===== src/rtl/uart_rx_bridge.sv =====
// UART receive bridge: acknowledges UART bytes, buffers them and drains them into a data-memory ring.
// Latency: a byte latched at edge N can be written to memory at edge N+1 at the earliest.
// Backpressure: cpuMemBusy blocks draining. Bytes that arrive while the FIFO is full (with no pop) are dropped and flagged.

// Small generic FIFO: push/pop in one edge is always legal when count is nonzero.
module uart_rx_fifo #(
  parameter int DEPTH = 8,
  parameter int W     = 8
) (
  input  logic                       clk,
  input  logic                       rst,
  input  logic                       push,
  input  logic [W-1:0]               push_dat,
  input  logic                       pop,
  output logic [W-1:0]               head_dat,
  output logic [$clog2(DEPTH):0]     count
);
  localparam int PW = $clog2(DEPTH);

  logic [W-1:0]  mem_q [DEPTH];
  logic [W-1:0]  mem_d [DEPTH];
  logic [PW-1:0] wr_ptr_q, wr_ptr_d;
  logic [PW-1:0] rd_ptr_q, rd_ptr_d;
  logic [PW:0]   count_q, count_d;

  // Next-state for storage, pointers and occupancy
  always_comb begin
    mem_d    = mem_q;
    wr_ptr_d = wr_ptr_q;
    rd_ptr_d = rd_ptr_q;
    count_d  = count_q;
    if (push) begin
      mem_d[wr_ptr_q] = push_dat;
      wr_ptr_d        = wr_ptr_q + PW'(1);
    end
    if (pop) begin
      rd_ptr_d = rd_ptr_q + PW'(1);
    end
    case ({push, pop})
      2'b10:   count_d = count_q + (PW+1)'(1);
      2'b01:   count_d = count_q - (PW+1)'(1);
      default: count_d = count_q;
    endcase
  end

  // FIFO state registers; contents are discarded on reset
  always_ff @(posedge clk or posedge rst) begin
    if (rst) begin
      for (int i = 0; i < DEPTH; i++) mem_q[i] <= '0;
      wr_ptr_q <= '0;
      rd_ptr_q <= '0;
      count_q  <= '0;
    end else begin
      mem_q    <= mem_d;
      wr_ptr_q <= wr_ptr_d;
      rd_ptr_q <= rd_ptr_d;
      count_q  <= count_d;
    end
  end

  assign head_dat = mem_q[rd_ptr_q];
  assign count    = count_q;
endmodule

// Top level: three-state capture FSM, the buffering FIFO, and opportunistic drain into the ring.
module uart_rx_bridge #(
  parameter int               DEPTH     = 8,
  parameter int               ADDR_W    = 8,
  parameter logic [ADDR_W-1:0] BASE_ADDR = 8'h40,
  parameter int               RING_LEN  = 16
) (
  input  logic                     clk,
  input  logic                     rst,
  input  logic                     rxReady,
  input  logic [7:0]               rxData,
  output logic                     rxClear,
  input  logic                     cpuMemBusy,
  output logic                     memWren,
  output logic [ADDR_W-1:0]        memAddr,
  output logic [31:0]              memData,
  output logic [ADDR_W-1:0]        ringPtr,
  output logic [$clog2(DEPTH):0]   fifoCount,
  output logic                     overflow,
  input  logic                     ptrClear
);
  localparam int CW = $clog2(DEPTH) + 1;

  typedef enum logic [1:0] {
    ST_IDLE     = 2'd0,
    ST_ACK      = 2'd1,
    ST_WAIT_LOW = 2'd2
  } state_t;

  state_t            state_q, state_d;
  logic [ADDR_W-1:0] ring_ptr_q, ring_ptr_d;
  logic              overflow_q, overflow_d;

  logic              capture;
  logic              fifo_full;
  logic              pop;
  logic              push;
  logic              drop;
  logic [7:0]        head;
  logic [CW-1:0]     count;

  // A capture happens on the IDLE edge that sees rxReady; it is either a push or a drop
  assign capture   = (state_q == ST_IDLE) && rxReady;
  assign fifo_full = (count == CW'(DEPTH));
  assign pop       = (count != '0) && !cpuMemBusy;
  assign push      = capture && (!fifo_full || pop);
  assign drop      = capture && fifo_full && !pop;

  uart_rx_fifo #(
    .DEPTH (DEPTH),
    .W     (8)
  ) u_fifo (
    .clk      (clk),
    .rst      (rst),
    .push     (push),
    .push_dat (rxData),
    .pop      (pop),
    .head_dat (head),
    .count    (count)
  );

  // Capture FSM state register
  always_ff @(posedge clk or posedge rst) begin
    if (rst) state_q <= ST_IDLE;
    else     state_q <= state_d;
  end

  // Capture FSM next state: WAIT_LOW guards against re-capturing a slow-clearing uart
  always_comb begin
    state_d = state_q;
    case (state_q)
      ST_IDLE:     if (rxReady) state_d = ST_ACK;
      ST_ACK:      state_d = ST_WAIT_LOW;
      ST_WAIT_LOW: if (!rxReady) state_d = ST_IDLE;
      default:     state_d = ST_IDLE;
    endcase
  end

  // Capture FSM outputs: acknowledge pulse is purely a function of state
  always_comb begin
    rxClear = (state_q == ST_ACK);
  end

  // Ring pointer and sticky overflow; ptrClear beats a concurrent pointer increment
  always_comb begin
    ring_ptr_d = ring_ptr_q;
    overflow_d = overflow_q;
    if (pop)  ring_ptr_d = (ring_ptr_q + ADDR_W'(1)) & ADDR_W'(RING_LEN - 1);
    if (drop) overflow_d = 1'b1;
    if (ptrClear) begin
      ring_ptr_d = '0;
      overflow_d = 1'b0;
    end
  end

  // Drain-side registers
  always_ff @(posedge clk or posedge rst) begin
    if (rst) begin
      ring_ptr_q <= '0;
      overflow_q <= 1'b0;
    end else begin
      ring_ptr_q <= ring_ptr_d;
      overflow_q <= overflow_d;
    end
  end

  // Memory write port: data is forced to zero while nothing is buffered so stale slots never show
  always_comb begin
    memWren = pop;
    memAddr = BASE_ADDR + ring_ptr_q;
    memData = (count != '0) ? {{24{head[7]}}, head} : 32'h0;
  end

  assign ringPtr   = ring_ptr_q;
  assign fifoCount = count;
  assign overflow  = overflow_q;
endmodule


===== config.mk =====
export PLATFORM = sky130hd
export DESIGN_NAME = uart_rx_bridge
export DESIGN_NICKNAME = d
export VERILOG_FILES = /design/src/rtl/uart_rx_bridge.sv
export SDC_FILE = /design/constraint.sdc
export NUM_CORES = 1
export LEC_CHECK = 0
export ABC_AREA = 1
export ABC_CLOCK_PERIOD_IN_PS = 2910
export BUFFER_PORTS_ARGS = -buffer_cell sky130_fd_sc_hd__buf_2
export CAP_MARGIN = 20
export CORE_MARGIN = 3
export CORE_UTILIZATION = 25
export CTS_CLUSTER_SIZE = 40
export DETAILED_ROUTE_END_ITERATION = 6
export PLACE_DENSITY_LB_ADDON = 0.2
export SYNTH_ARGS = -nofsm -noshare
export SYNTH_HDL_FRONTEND = slang
export SYNTH_SLANG_ARGS = --single-unit
export TNS_END_PERCENT = 100

===== constraint.sdc =====
create_clock -name clk -period 2.91 [get_ports clk]
set_input_delay 0.582 -clock clk [delete_from_list [all_inputs] [get_ports clk]]
set_output_delay 0.582 -clock clk [all_outputs]
set_load 0.1 [all_outputs]

==> qor.txt, run 1 <==
clk slew on worst S/H paths - 0.06 ns
TritonCTS Buffers - 9
Critical Path Fanout Max - 14
root buffer cell - clkbuf_16
Vias/cell - 4.364
register bit total from synthesis - 81
Via Count - 3229
Max Used Layer - met4
CP Class - register to primary output
startpoint class of the critical path - register
EDFF count, synth - 0
post-CTS setup buffers - 0
clk_lat worst skew - 0.33 ns
cell count after synthesis - 490
routability cong. - 0.7510
skew final - 0.005957 ns
count leader, synth - nand2_1
Chip Width - 135.5 um
Critical Path AT - 2.21 ns
status - finished clean
Die Y - 135.5 um
I/O pin count - 68
asr flop ratio synth - 100.0%
routed wl met2 - 4852 um
clk sinks - 81
IO Port Bufs - 59
core area - 0.01617 sq mm
pre-CTS setup slack - 0.3703 ns
minimum clock period - 2.789 ns
final hold viol count - 0
H-Tree Depth - 3
Yosys top cell area share - 48.36%
Slew HR - 52.20%
DRC violations left - 0
Final nets - 539
largest cells by area after synthesis - dfrtp_1 48%, nand2_1 8.5%, o21ai_1 6.8%
first-pass GRT wire length - 16570 um
Crit. End Element - primary output
Clock Tree Buf Depth - 2
Synth cell types - 32
post-route ant nets - 0
number of global-route vias before repair - 2998
Initial Util - 25.92%
synth cell count leaders - 95 x nand2_1, 81 x dfrtp_1, 71 x nor2_1, 57 x o21ai_1, 37 x o21ai_0
Worst path max stage delay - 0.62 ns
largest net degree at the start of global routing - 82
Worst Hold Class - input pin to asynchronous set/reset pin
sequential cell area fraction in the yosys report - 48.36%
cell taking the most area after synthesis - dfrtp_1
proportion of layout cells with a drive suffix above 1 - 23.09%
Cell Count, Final, Fillers Out - 740
Worst-Margin Slew - 0.7170 ns
DRT Pass-1 Iters - 4
CTS tree - built
final setup fails - 0
1st-iter DRT viols - 132
GRT overflow - 0
die area - 0.01836 sq mm
drt wl/cell - 13.84 um
most used flip-flop cell after synthesis - dfrtp_1
Pins Over Slew Limit - 0
Data required, critical path - 2.33 ns
GRT Util Overall - 11.49%
row cnt - 46
Avg Cell Area, Syn - 8.554 sq um
mapped cell area - 0.004192 sq mm
hold_buf cts - 0
RSZ-0062 raised after global routing - no
DP Cell Count - 725
final setup margin - 0.1213 ns
fin crit share - 95.83%
met1 WL - 4620 um
Antenna Cells - 0
initial antenna violation count - 0
Slowest cell on crit path - dfrtp_1
Ys Warns - 0
final wirelength - 10240 um
max cap viols - 0
Critical Path, Cell by Cell - buf_4, o21ai_0, o22ai_1, nor2_1, nor2_2, buf_2
Peak Freq - 0.3586 GHz
Hold WS - 0.3277 ns
met3 WL - 595 um
Layout area overhead - 26.42%
setup_tns - 0 ns
DP HPWL - 6766 um
final cells by class:
type,count,area (sq um)
well taps,216,270.3
fillers,1686,10870
clock buffers,12,246.5
inverters,28,117.6
flip-flops and latches,81,2032
multi-input cells,333,1709
clock inverters,3,65.06
repair buffers,67,858.3
placed cells by master (no fill, tap or decap), drive strengths merged, types with 2 or more instances in the layout:
cell	n
a21oi	3
nand2	105
nand3	7
bufinv	2
buf	67
dfrtp	81
o22ai	8
o21ai	101
xnor2	4
nor2	73
ha	6
clkbuf	12
inv	26
conb	8
xor2	4
o211ai	8
clkinv	2
critical path: cells and delay by family, from the launching register on:
family	cells	cell delay (ns)
AOI/OAI and AO/OA	2	0.30
and+or+nand+nor	2	0.23
DFF	1	0.62
buffers and inverters	2	0.73
path summary, 6_finish.rpt:
path | start | endpoint | slack, ns | cells past startpoint
setup / recovery | u_fifo.rd_ptr_q[1]$_DFFE_PP0P_ | memData[2] | 0.12 | 6
max in group asynchronous | rst | u_fifo.count[2]$_DFFE_PP0P_ | 2.21 | 3
min in group clk | ptrClear | ringPtr[0]$_DFFE_PP0P_ | 0.46 | 2
hold / removal | rst | u_fifo.mem_q[30]$_DFFE_PP0P_ | 0.33 | 3
hold reg to reg | u_fifo.mem_q[18]$_DFFE_PP0P_ | u_fifo.mem_q[18]$_DFFE_PP0P_ | 0.48 | 2
setup reg to reg | u_fifo.count[0]$_DFFE_PP0P_ | u_fifo.count[2]$_DFFE_PP0P_ | 0.39 | 12
kinds of logic after synthesis:
group	count (synthesis)	synth area share, %
xor+xnor	8	1.671
compound gates	122	16.00
buf+inv	82	12.30
flops	81	48.36
other cells	2	0.1792
simple gates	189	19.70
fa+ha+maj	6	1.791
metal layers:
| layer | track usage (%) | vias up |
|---|---|---|
| met5 | 0 | - |
| li1 | - | 1610 |
| met1 | 15.63 | 1510 |
| met3 | 2.340 | 13 |
| met2 | 18.22 | 96 |
| met4 | 4.031 | 0 |
per-stage QoR:
step / instance area [sq um] / util, %
floorplan: 4260 / -
global placement: 4987 / 30.84
detailed placement: 4987 / 30.84
CTS: 5299 / 32.76
global route: 5299 / 32.76
finish: 5299 / 32.76
state kept, by name (all words and copies together) (netlist names):
register and count:
u_fifo.count 4, state_q 2, ringPtr 4, overflow 1, u_fifo.rd_ptr_q 3, u_fifo.mem_q 64, u_fifo.wr_ptr_q 3
repair_timing:
item | in CTS | in global routing
endpoints found under the setup margin | 0 | 13
endpoints found under the hold margin | 0 | 0
resized for setup | 0 | 1
Power of run 1 is left out: the tool's default activity adds up to more than one toggle a clock period on the data nets, which glitch-free logic cannot reach.
==> run 2: changes to the inputs <==
- ABC_AREA: 1 -> not set
==> qor.txt, run 2 <==
post-CTS setup buffers - 0
cell count after synthesis - 296
largest cells by area after synthesis - dfrtp_1 48%, mux2_2 18%, mux4_2 8.5%
worst reg-to-reg path cell count - 6
initial antenna violation count - 0
Largest register FFs - 64
1st-iter DRT viols - 110
hold_buf cts - 0
root buffer cell - clkbuf_16
post-route ant nets - 0
Peak Freq - 0.3672 GHz
worst reg2reg setup slack - 0.54 ns
Critical Path Fanout Max - 25
number of global-route vias before repair - 2556
final setup margin - 0.1869 ns
commonest cells after routing, fill and taps aside - 77 x dfrtp_1, 68 x mux2_2, 59 x buf_2
minimum clock period - 2.723 ns
sequential cell area fraction in the yosys report - 47.70%
synth cell count leaders - 81 x dfrtp_1, 68 x mux2_2, 37 x buf_4, 16 x mux4_2
IO Port Bufs - 59
Pins Over Slew Limit - 0
DP HPWL - 6059 um
final wirelength - 9137 um
TritonCTS Buffers - 9
register bit total from synthesis - 81
EDFF count, synth - 0
Antenna Cells - 0
fin crit share - 93.58%
commonest non-fill, non-tap cell in the layout - dfrtp_1
die area - 0.01860 sq mm
CTS tree - built
RSZ-0062 raised after global routing - no
startpoint class of the critical path - register
Ys Warns - 0
Synth cell types - 42
status - finished clean
Yosys top cell area share - 47.70%
Avg Cell Area, Syn - 14.35 sq um
final setup fails - 0
routability cong. - 0.6930
skew final - 0.005461 ns
r2r startpoint - u_fifo.count[0]$_DFFE_PP0P_
Layout area overhead - 15.78%
final hold viol count - 0
pre-CTS setup slack - 0.5129 ns
Worst Hold Class - input pin to asynchronous set/reset pin
clk slew on worst S/H paths - 0.06 ns
clk_lat worst skew - 0.34 ns
Crit. End Element - primary output
DRT Pass-1 Iters - 4
asr flop ratio synth - 100.0%
GRT Util Overall - 10.59%
setup_tns - 0 ns
Chip Width - 136.4 um
Via Count - 2515
mapped cell area - 0.004249 sq mm
max cap viols - 0
CP Class - register to primary output
Post-CTS Resized - 0
Die Y - 136.4 um
GRT overflow - 0
Critical Path AT - 2.14 ns
largest net degree at the start of global routing - 39
Clock Tree Buf Depth - 2
RR Endpoint - u_fifo.count[3]$_DFFE_PP0P_
count leader, synth - dfrtp_1
drt wl/cell - 16.37 um
cell taking the most area after synthesis - dfrtp_1
proportion of layout cells with a drive suffix above 1 - 57.10%
Final nets - 354
DRC violations left - 0
most used flip-flop cell after synthesis - dfrtp_1
core area - 0.01658 sq mm
Cell Count, Final, Fillers Out - 558
row cnt - 47
Vias/cell - 4.507
CP startpoint - u_fifo.rd_ptr_q[0]$_DFFE_PP0P_
first-pass GRT wire length - 14590 um
H-Tree Depth - 3
largest register by flop count - u_fifo.mem_q
fill count - 1680
DP Cell Count - 544
Data required, critical path - 2.33 ns
Initial Util - 25.62%
I/O pin count - 68
clk sinks - 81
crit path capture - memData[29]
run 2: changes by cell type after synthesis, sizes merged, moves of 16 or more:
cell,before,now
inv,28,3
mux2,0,68
mux4,0,16
nand2,105,1
nor2,73,4
o21ai,101,2
run 2: cell families after synthesis:
group	synth area share, %
simple gates	5.771
flops	47.70
fa+ha+maj	1.767
other cells	0.1767
buf+inv	8.363
xor+xnor	1.443
compound gates	7.804
mux	26.97
run 2: worst min path at each step:
stage,cells after the start,slack (ns),from,to
floorplan,1,0.46,u_fifo.rd_ptr_q[2]$_DFFE_PP0P_,u_fifo.rd_ptr_q[2]$_DFFE_PP0P_
global placement,2,0.48,rst,ringPtr[2]$_DFFE_PP0P_
detailed placement,1,0.48,u_fifo.rd_ptr_q[2]$_DFFE_PP0P_,u_fifo.rd_ptr_q[2]$_DFFE_PP0P_
CTS,2,0.13,rst,ringPtr[1]$_DFFE_PP0P_
global route,2,0.13,rst,ringPtr[1]$_DFFE_PP0P_
finish,2,0.13,rst,ringPtr[2]$_DFFE_PP0P_
run 2: layout make-up:
cell class,count,area [sq um],share of cell area (%)
Clock buffer,9,225.2,4.578
Clock inverter,5,35.03,0.7121
Inverter,3,12.51,0.2543
Multi-Input combinational cell,170,1949,39.62
Sequential cell,81,2032,41.30
Tap cell,220,275.3,5.595
Timing Repair Buffer,70,390.4,7.935
run 2: worst max-delay path, cell delays in order, from the launching register on:
cell	delay (ns)
dfrtp_1	0.40
buf_12	0.21
mux4_2	0.53
a22o_4	0.34
buf_2	0.31
run 2: metal layers:
| metal | GRT usage [%] | wire length [um] | part of all wire, % | vias to the layer above |
|---|---|---|---|---|
| met5 | 0 | 0 | 0 | - |
| met4 | 4.703 | 155 | 1.7 | 0 |
| met3 | 1.925 | 424 | 4.6 | 13 |
| met2 | 16.29 | 4321 | 47 | 75 |
| met1 | 14.55 | 4235 | 46 | 1291 |
| li1 | - | - | - | 1136 |
run 2: per-stage QoR:
stage	hold slack, ns	cell area [sq um]	util, %
2_1_floorplan	0.4560	4342	-
3_3_place_gp	0.4755	4659	28.10
3_5_place_dp	0.4761	4659	28.10
4_1_cts	0.1283	4920	29.67
5_1_grt	0.1338	4920	29.67
6_report	0.1331	4920	29.67
Power of run 2 is left out for the same reason.
